$ cat config.mk
export PLATFORM = sky130hd
export DESIGN_NAME = encoder_filter
export DESIGN_NICKNAME = d
export VERILOG_FILES = /design/src/rtl/encoder_filter.sv
export SDC_FILE = /design/constraint.sdc
export NUM_CORES = 1
export LEC_CHECK = 0
export ABC_CLOCK_PERIOD_IN_PS = 3400
export CAP_MARGIN = 20
export CORE_ASPECT_RATIO = 0.9
export CORE_MARGIN = 2
export CORE_UTILIZATION = 55
export DETAILED_ROUTE_END_ITERATION = 12
export PLACE_DENSITY = 0.87
export SYNTH_ARGS = -nofsm -noshare
export SYNTH_HDL_FRONTEND = slang
export SYNTH_SLANG_ARGS = --single-unit
$ cat constraint.sdc
create_clock -name clk -period 3.4 [get_ports clk]
set_clock_uncertainty 0.15 [all_clocks]
set_input_delay 0.68 -clock clk [delete_from_list [all_inputs] [get_ports clk]]
set_output_delay 0.68 -clock clk [all_outputs]
set_load 0.02 [all_outputs]
$ cat src/rtl/encoder_filter.sv
// ----------------------------------------------------------------------------
// encoder_filter
//   Conditions raw quadrature phases from the linear encoder before they reach
//   the encoder_in counter. Each phase is synchronised through two flops, and a
//   new level is accepted only after it has been stable for FILT_LEN cycles.
//   A level that goes away before then is counted as a glitch. When both
//   phases are committed on the same edge, that is an illegal quadrature step.
//   It is still committed, but it pulses err_strobe and is counted. A sticky
//   fault is raised once the error count reaches ERR_LIMIT.
//
// Ports
//   clk          system clock
//   rst          asynchronous active-high reset
//   phaseA       raw encoder phase A (asynchronous to clk)
//   phaseB       raw encoder phase B (asynchronous to clk)
//   err_clr      synchronous clear of glitch_count, err_count and fault
//   phaseA_f     filtered phase A
//   phaseB_f     filtered phase B
//   err_strobe   one-cycle pulse after an illegal (both-phase) commit
//   glitch_count saturating count of rejected pulses on either phase
//   err_count    saturating count of illegal transitions
//   fault        sticky, set once err_count >= ERR_LIMIT
// ----------------------------------------------------------------------------
module encoder_filter #(
    parameter int unsigned FILT_LEN  = 4,
    parameter int unsigned CNT_W     = 16,
    parameter int unsigned ERR_LIMIT = 8
) (
    input  logic             clk,
    input  logic             rst,
    input  logic             phaseA,
    input  logic             phaseB,
    input  logic             err_clr,
    output logic             phaseA_f,
    output logic             phaseB_f,
    output logic             err_strobe,
    output logic [CNT_W-1:0] glitch_count,
    output logic [CNT_W-1:0] err_count,
    output logic             fault
);

    localparam logic [1:0] StFill = 2'd0;
    localparam logic [1:0] StInit = 2'd1;
    localparam logic [1:0] StRun  = 2'd2;

    localparam logic [7:0]       LastCnt = 8'(FILT_LEN - 1);
    localparam int unsigned      SumW    = CNT_W + 2;
    localparam logic [CNT_W-1:0] CntMax  = {CNT_W{1'b1}};
    // Wide enough for both the counter and the integer limit.
    localparam int unsigned      CmpW    = (CNT_W > 32) ? CNT_W : 32;

    logic [1:0]       state_q, state_d;
    logic             fill_q, fill_d;
    // Bit 0 is phase A, bit 1 is phase B.
    logic [1:0]       s1_q, s2_q;
    logic [1:0]       f_q, f_d;
    logic [1:0][7:0]  cnt_q, cnt_d;
    logic             strobe_q, strobe_d;
    logic [CNT_W-1:0] glitch_q, glitch_d;
    logic [CNT_W-1:0] err_q, err_d;
    logic             fault_q, fault_d;

    logic [1:0]       commit;
    logic [1:0]       glitch;
    logic             illegal;
    logic [SumW-1:0]  glitch_sum;

    always_comb begin
        state_d = state_q;
        fill_d  = fill_q;
        f_d     = f_q;
        cnt_d   = cnt_q;
        commit  = 2'b00;
        glitch  = 2'b00;
        case (state_q)
            StFill: begin
                // Two edges let s1/s2 fill before their value is trusted.
                fill_d = 1'b1;
                if (fill_q) begin
                    state_d = StInit;
                end
            end
            StInit: begin
                // Adopt whatever level is present without error or glitch checks.
                f_d     = s2_q;
                state_d = StRun;
            end
            StRun: begin
                for (int i = 0; i < 2; i++) begin
                    if (s2_q[i] != f_q[i]) begin
                        if (cnt_q[i] == LastCnt) begin
                            f_d[i]    = s2_q[i];
                            cnt_d[i]  = 8'd0;
                            commit[i] = 1'b1;
                        end else begin
                            cnt_d[i] = cnt_q[i] + 8'd1;
                        end
                    end else if (cnt_q[i] != 8'd0) begin
                        cnt_d[i]  = 8'd0;
                        glitch[i] = 1'b1;
                    end
                end
            end
            default: begin
                state_d = StFill;
                fill_d  = 1'b0;
            end
        endcase

        illegal  = &commit;
        strobe_d = illegal;

        // Both channels can glitch together, so the step can be 2.
        glitch_sum = SumW'(glitch_q) + SumW'(glitch[0]) + SumW'(glitch[1]);
        if (glitch_sum > SumW'(CntMax)) begin
            glitch_d = CntMax;
        end else begin
            glitch_d = glitch_sum[CNT_W-1:0];
        end

        err_d = err_q;
        if (illegal && (err_q != CntMax)) begin
            err_d = err_q + 1'b1;
        end

        fault_d = fault_q | (CmpW'(err_d) >= CmpW'(ERR_LIMIT));

        // Clearing wins over any coincident glitch or error.
        if (err_clr) begin
            glitch_d = '0;
            err_d    = '0;
            fault_d  = 1'b0;
        end
    end

    always_ff @(posedge clk or posedge rst) begin
        if (rst) begin
            state_q  <= StFill;
            fill_q   <= 1'b0;
            s1_q     <= 2'b00;
            s2_q     <= 2'b00;
            f_q      <= 2'b00;
            cnt_q    <= '0;
            strobe_q <= 1'b0;
            glitch_q <= '0;
            err_q    <= '0;
            fault_q  <= 1'b0;
        end else begin
            state_q  <= state_d;
            fill_q   <= fill_d;
            s1_q     <= {phaseB, phaseA};
            s2_q     <= s1_q;
            f_q      <= f_d;
            cnt_q    <= cnt_d;
            strobe_q <= strobe_d;
            glitch_q <= glitch_d;
            err_q    <= err_d;
            fault_q  <= fault_d;
        end
    end

    assign phaseA_f     = f_q[0];
    assign phaseB_f     = f_q[1];
    assign err_strobe   = strobe_q;
    assign glitch_count = glitch_q;
    assign err_count    = err_q;
    assign fault        = fault_q;

endmodule

==> impl_results.md, run 1 <==
- Max Fclk: around 310 MHz
- DRT Pass-1 Iters: 4
- Max cap viols: 0
- Iter 0 DRT Violations: 224
- Via density: 5.92
- Hold Crit Class: reg2reg
- Post-synthesis cell area: 0.00324 mm²
- Routed Antenna Nets: 0
- Flop pwr share: 40.7%
- Hold_sp: s1_q[0]
- Total Wirelength: about 7500 µm
- Largest net degree at the start of global routing: 60
- Yosys top cell area share: a little under half
- Cell Pwr Density: 502 mW/mm²
- Post-synthesis cell count: roughly 350
- Core area: roughly 0.0057 mm²
- CP Launch Type: register
- Crit-path most repeated cell: nand3_1
- CTS resizes: 0
- RSZ-0062 raised after global routing: no
- Reg-to-Reg Start: cnt_q[2]
- Die Wd: 84.9 µm
- Leakage power: 1.67 nW
- Finished Core Util: 69.3%
- Slew Viols, Final: 0
- Worst setup path start: cnt_q[2]
- Initial antenna violation count: 0
- Mapped Nets: 363
- Final hold vios: 0
- Slew @ Worst Pin: between 0.9 and 1 ns
- Count leader, synth: dfrtp_1
- FF+latch count, synth: between 50 and 60
- Clk buf depth: 2
- Max-Slew Margin vs Limit: between 30% and 40%
- Grt ovf: 0
- Seq/Total Area, Yosys: a little under half
- Routed len/inst: 16.0 µm
- Post-Layout Cell Count: 469
- Die area: 0.00652 mm²
- Vias in the first global route: between 2k and 3k
- Clock group share of total power: ~34%
- Synth area leaders: dfrtp_1, xnor2_1, a21oi_1
- ANT cells: 0
- Slowest cell on crit path: or4_4
- Tcrit/Tclk final: 93.6%
- Status: complete, no violations
- Post-synth EDFFs: 0
- Tot GR Track Use: 25.2%
- Hpwl dp: 5120 µm
- Worst IR Drop VDD: 0.454 mV
- IO Count: 41
- Worst path max stage delay: 0.60 ns
- Drc violations: 0
- DR vias: around 2.8k
- Count of port buffers added during placement: 40
- P&R area growth vs syn: 21.8%
- Worst-path cell chain: or4_4 -> nor3_4 -> nand2_1 -> nand3_1 -> fa_1 -> inv_1 -> ha_1 -> nand3_1 -> nor2_1 -> and3_1 -> nand4_1 -> buf_4 -> a21oi_1
- CTS Buf Count: 9
- Clk sinks: 59
- Cell-internal power: 0.00135 W
- # rows: 26
- Global-route wire length before repair: 13100 µm
- Arr. time, crit path: between 3 and 4 ns
- Postcts setup bufs: 1
- Clk slew on worst S/H paths: 0.06 ns
- Synth warn: 0
- Largest fanout on the critical path: 13
- Worst-Skew Late Latency: 0.34 ns
- CTS root buf: clkbuf_8
- Hold Buf Count CTS: 0
- Worst EP required: 3.43 ns
- Distinct cells, synth: 49
- GP Congestion: 0.839
- Ys flop type: dfrtp_1
- Sw power: 0.000629 W
- Die Ht: 76.8 µm
- Critical Path End Type: register
- Worst Setup Path Type: reg2reg
- TNS Setup: 0 ns
- Ys async rst share: 100%
- Fin crit period: 3.18 ns
- Initial Util: 56.9%
- Switching part of the total: between 30% and 40%
- H-tree lvl count: 3
- Final setup fails: 0
- Combinational share of power: 25.5%
- Commonest cells in the synthesized netlist: dfrtp_1, nor2_1, a21oi_1
- DP Cell Count: 452
- Hold slack final: 0.192 ns
- Layout cells sized above 1: 8.77%
- # nets final: 410
- Area leader, netlist: dfrtp_1
- Synth Area per Inst: just over 9 µm²
- CTS tree: built
==> logic make-up (layout without fill, tap and decap cells) <==
family	Yosys count	after routing	synth area share, %
simple gates	140	140	23.1
compound gates	72	72	13.5
flops	59	59	45.6
buf+inv	31	83	3.67
xor+xnor	25	25	6.76
fa+ha+maj	11	11	4.48
mux	9	9	2.90
==> metrics by stage <==
stage | instance area [µm²] | worst slack (ns) | total power, W
floorplan | 3240 | 0.453 | 0.00114
global placement | 3730 | 0.281 | 0.00129
detailed placement | 3730 | 0.0121 | 0.00131
CTS | 3950 | 0.232 | 0.00199
global route | 3950 | 0.0414 | 0.00210
finish | 3950 | 0.218 | 0.00198
==> cell usage in the layout (no fill, tap or decap), drive strengths merged, types with 11 or more instances in the layout <==
| master | netlist | layout |
|---|---|---|
| dfrtp | 59 | 59 |
| clkdlybuf4s50 | 0 | 40 |
| nor2 | 33 | 33 |
| a21oi | 27 | 27 |
| nand2 | 26 | 26 |
| o21ai | 25 | 25 |
| nand3 | 22 | 22 |
| inv | 19 | 19 |
| xnor2 | 16 | 16 |
| clkbuf | 9 | 15 |
| nand4 | 11 | 11 |
==> critical path, delay by kind of cell (launching register included) <==
| kind | cells | cell delay [ns] |
|---|---|---|
| AOI/OAI and AO/OA | 1 | 0.09 |
| adders and majority gates | 2 | 0.37 |
| buffers and inverters | 2 | 0.28 |
| DFF | 1 | 0.46 |
| and+or+nand+nor | 8 | 1.66 |
==> cell type report <==
class,instances,area [µm²]
clock buffer,15,176
clock inverter,1,30.0
fill,433,1750
inverter,19,71.3
multi-input combinational,257,1640
sequential,59,1480
tap,70,87.6
timing repair buffer,48,460
==> sequential cells by signal, summed over array words and instances, names as in the netlist <==
| name | count |
|---|---|
| err_count | 16 |
| state_q | 2 |
| err_strobe | 1 |
| fault | 1 |
| glitch_count | 16 |
| f_q | 2 |
| s1_q | 2 |
| fill_q | 1 |
| s2_q | 2 |
| cnt_q | 16 |
==> power groups by stage <==
stage                     clock network (W)  registers [W]  logic [W]
after CTS                          0.000679       0.000805   0.000505
after global placement                    0       0.000813   0.000473
final                              0.000671       0.000806   0.000505
after global routing               0.000717       0.000812   0.000568
after detailed placement                  0       0.000816   0.000498
after floorplan                           0       0.000833   0.000312
==> layer usage <==
metal / vias up / part of all wire (%) / track usage [%]
met5: - / 0 / 0
met4: 0 / 1.8 / 9.21
met3: 17 / 5.4 / 6.89
met2: 94 / 49 / 40.9
met1: 1334 / 43 / 32.4
li1: 1332 / - / -
==> final timing paths <==
kind                                        end  slack, ns  cells past startpoint
worst max-delay path            glitch_count[9]       0.22                     13
worst min-delay path                    s2_q[0]       0.19                      0
worst max register to register  glitch_count[9]       0.22                     13
worst min register to register          s2_q[0]       0.19                      0
max in group asynchronous          err_count[4]       1.90                      3
min in group asynchronous               s2_q[0]       0.72                      3
Note: power is estimated with default switching activity, not from simulation.
==> run 2: changes to the inputs <==
--- a/config.mk
+++ b/config.mk
@@ -5,13 +5,15 @@
 export SDC_FILE = /design/constraint.sdc
 export NUM_CORES = 1
 export LEC_CHECK = 0
+export ABC_AREA = 1
 export ABC_CLOCK_PERIOD_IN_PS = 3400
 export CAP_MARGIN = 20
 export CORE_ASPECT_RATIO = 0.9
 export CORE_MARGIN = 2
-export CORE_UTILIZATION = 55
+export CORE_UTILIZATION = 56
 export DETAILED_ROUTE_END_ITERATION = 12
-export PLACE_DENSITY = 0.87
+export PLACE_DENSITY = 0.88
+export RECOVER_POWER = 100
 export SYNTH_ARGS = -nofsm -noshare
 export SYNTH_HDL_FRONTEND = slang
 export SYNTH_SLANG_ARGS = --single-unit
==> run 2 against run 1 <==
- sequential share of layout area fell by 0.50 points
- setup slack gained 0.24 ns
- clock power shrank 17%
- utilization is 0.15 points higher
- critical endpoint is now glitch_count[15]
- sequential power rose by 0.5%
- power down 6.1%
- critical path type unchanged
- flip-flop and latch count is the same
- synthesized cell count grew 29%
- non-clock buffer count decreased by 4
==> impl_results.md, run 2 <==
- Clk sinks: 59 (unchanged)
- Die Ht: 77.9 µm (was 76.8 µm)
- Yosys top cell area share: 43.4% (was 45.6%)
- TNS Setup: 0 ns (unchanged)
- Largest fanout on the critical path: 14 (was 13)
- Routed Antenna Nets: 0 (unchanged)
- Distinct cells, synth: 32 (was 49)
- Core area: 0.00576 mm² (was 0.00569 mm²)
- CTS tree: built (unchanged)
- Grt met2 use: 40.5% (was 40.9%)
- Layout cells sized above 1: 5.63% (was 8.77%)
- Initial Util: 59.0% (was 56.9%)
- Global-route wire length before repair: 13000 µm (was 13100 µm)
- Met1 usage: 30.8% (was 32.4%)
- Vias in the first global route: 3029 (was 2788)
- CTS resizes: 0 (unchanged)
- Cell Pwr Density: 465 mW/mm² (was 502 mW/mm²)
- GRT busiest layer: met2 (unchanged)
- Ys async rst share: 100% (unchanged)
- Drc violations: 0 (unchanged)
- Commonest non-fill, non-tap cell in the layout: nand2_1 (was dfrtp_1)
- DR vias: 3168 (was 2777)
- Xor and xnor area share after synthesis: 3.09% (was 6.76%)
- Max Fclk: 340 MHz (was 314 MHz)
- Tcrit/Tclk final: 86.5% (was 93.6%)
- Fin crit period: 2.94 ns (was 3.18 ns)
- Hold Crit Class: reg2reg (unchanged)
- Worst Setup Path Type: reg2reg (unchanged)
- Mux share of post-synthesis cell area: 0% (was 2.90%)
- Final setup fails: 0 (unchanged)
- Grt ovf: 0 (unchanged)
- CTS Buf Count: 9 (unchanged)
- Post-Layout Cell Count: 567 (was 469)
- GP Congestion: 0.884 (was 0.839)
- Synth Area in Adders: 4.27% (was 4.48%)
- Max-Slew Margin vs Limit: 20.0% (was 37.9%)
- Tot GR Track Use: 24.3% (was 25.2%)
- Ys flop type: dfrtp_1 (unchanged)
- Pwr Total: 0.00186 W (was 0.00198 W)
- Worst-Skew Late Latency: 0.34 ns (about the same)
- Met3 Use GR: 7.23% (was 6.89%)
- Hold Buf Count CTS: 0 (unchanged)
- Synth Area in Simple Gates: 29.1% (was 23.1%)
- Max cap viols: 0 (unchanged)
- Worst path max stage delay: 0.41 ns (was 0.60 ns)
- IO Count: 41 (unchanged)
- Synth Area per Inst: 7.59 µm² (was 9.33 µm²)
- Reg area: 0.00148 mm² (unchanged)
- DP Cell Count: 553 (was 452)
- Arr. time, crit path: 3.07 ns (was 3.21 ns)
- Post-synth EDFFs: 0 (unchanged)
- Count leader, synth: nand2_1 (was dfrtp_1)
- Die area: 0.00671 mm² (was 0.00652 mm²)
- Setup WS pre-CTS: 0.507 ns (was 0.0121 ns)
- Post-synthesis cell count: 448 (was 347)
- Initial antenna violation count: 0 (unchanged)
- Area leader, netlist: dfrtp_1 (unchanged)
- CP Launch Type: register (unchanged)
- Slew @ Worst Pin: 1.20 ns (was 0.929 ns)
- Critical Path End Type: register (unchanged)
- Worst setup margin: 0.460 ns (was 0.218 ns)
- WP buf/inv: 3 (was 2)
- Finished Core Util: 69.4% (was 69.3%)
- P&R area growth vs syn: 17.7% (was 21.8%)
- Post-synthesis cell area: 0.00340 mm² (was 0.00324 mm²)
- Die Wd: 86.1 µm (was 84.9 µm)
- Iter 0 DRT Violations: 241 (was 224)
- Synth Area in Compound Gates: 9.90% (was 13.5%)
- RSZ-0062 raised after global routing: no (unchanged)
- Status: complete, no violations (unchanged)
- Worst EP required: 3.53 ns (was 3.43 ns)
- Synth warn: 0 (unchanged)
- FF+latch count, synth: 59 (unchanged)
- Multi-input gate area: 0.00157 mm² (was 0.00164 mm²)
- Slowest cell on crit path: fa_1 (was or4_4)
- Fillers: 457 (was 433)
- Worst IR Drop VDD: 0.374 mV (was 0.454 mV)
- Slew Viols, Final: 0 (unchanged)
- DRT Pass-1 Iters: 6 (was 4)
- Leakage power: 1.92 nW (was 1.67 nW)
- Clk slew on worst S/H paths: 0.06 ns (about the same)
- Final hold vios: 0 (unchanged)
- Worst-path cell chain: inv_1 -> ha_1 -> nand3_1 -> fa_1 -> inv_1 -> ha_1 -> nand2_1 -> nor2_2 -> nand3_1 -> nor2_1 -> nand2_1 -> nand3_1 -> nand2_1 -> inv_1 (was or4_4 -> nor3_4 -> nand2_1 -> nand3_1 -> fa_1 -> inv_1 -> ha_1 -> nand3_1 -> nor2_1 -> and3_1 -> nand4_1 -> buf_4 -> a21oi_1)
- Commonest cells in the synthesized netlist: nand2_1, inv_1, dfrtp_1 (was dfrtp_1, nor2_1, a21oi_1)
- ANT cells: 0 (unchanged)
- Total Wirelength: 7580 µm (was 7520 µm)
- Hpwl dp: 5450 µm (was 5120 µm)
- CP delay by family, top: simple AND/OR/NAND/NOR gates (unchanged)
- # nets final: 510 (was 410)
- Clk buf depth: 2 (unchanged)
- Mapped Nets: 464 (was 363)
- Count of port buffers added during placement: 40 (unchanged)
- Largest family of logic cells by synthesized area: simple AND/OR/NAND/NOR gates (unchanged)
- Largest net degree at the start of global routing: 33 (was 60)
- Synth area leaders: dfrtp_1, nand2_1, inv_1 (was dfrtp_1, xnor2_1, a21oi_1)
- Most frequent cells in the layout: nand2_1, inv_1, dfrtp_1 (was dfrtp_1, clkdlybuf4s50_1, nor2_1)
- H-tree lvl count: 3 (unchanged)
- Postcts setup bufs: 0 (was 1)
- Routed len/inst: 13.4 µm (was 16.0 µm)
- Seq/Total Area, Yosys: 43.4% (was 45.6%)
- CTS root buf: clkbuf_8 (unchanged)
- # rows: 26 (unchanged)
- Via density: 5.59 (was 5.92)
run 2: cell types whose count changed in the layout (fill, tap and decap cells not counted), sizes merged, moves of 7 or more:
cell	change
nand2	+65
inv	+54
dlygate4sd3	+39
nand3	+16
clkdlybuf4s50	-39
or3	-7
nor4	-8
and3	-9
xnor2	-13
nor2	+25
run 2: path summary, 6_finish.rpt:
kind	start	to	slack [ns]	cells after the start
setup / recovery	state_q[0]	glitch_count[15]	0.46	14
hold / removal	s1_q[1]	s2_q[1]	0.20	0
setup reg to reg	state_q[0]	glitch_count[15]	0.46	14
hold reg to reg	s1_q[1]	s2_q[1]	0.20	0
max in group asynchronous	rst	cnt_q[2]	0.84	3
min in group asynchronous	rst	cnt_q[10]	0.95	2
run 2: per-stage QoR:
step / hold slack (ns) / instance area (µm²)
3_3_place_gp: 0.186 / 3860
2_1_floorplan: 0.181 / 3400
5_1_grt: 0.218 / 4000
6_report: 0.202 / 4000
3_5_place_dp: 0.192 / 3860
4_1_cts: 0.206 / 4030
run 2: layer usage:
layer	part of all wire (%)	wire [µm]	vias to the layer above
met2	48	3650	114
met5	0	0	-
met1	45	3370	1505
met3	6.0	456	13
li1	-	-	1536
met4	1.3	97	0
run 2: kinds of logic after synthesis:
logic type,after synthesis
compound gates,64
xor+xnor,12
fa+ha+maj,11
buf+inv,83
flops,59
simple gates,219
run 2: cell type report:
type,count,share of cell area (%)
clock inverters,2,0.313
well taps,70,2.19
clock buffers,12,3.88
multi-input cells,306,39.1
flip-flops and latches,59,36.9
inverters,74,6.95
repair buffers,44,10.6
run 2: report_power, final:
part           switching, W  leakage, nW  total [W]  internal (W)
clock              0.000260       0.0843   0.000555      0.000295
sequential        0.0000481        0.794   0.000810      0.000762
combinational      0.000329         1.04   0.000494      0.000166
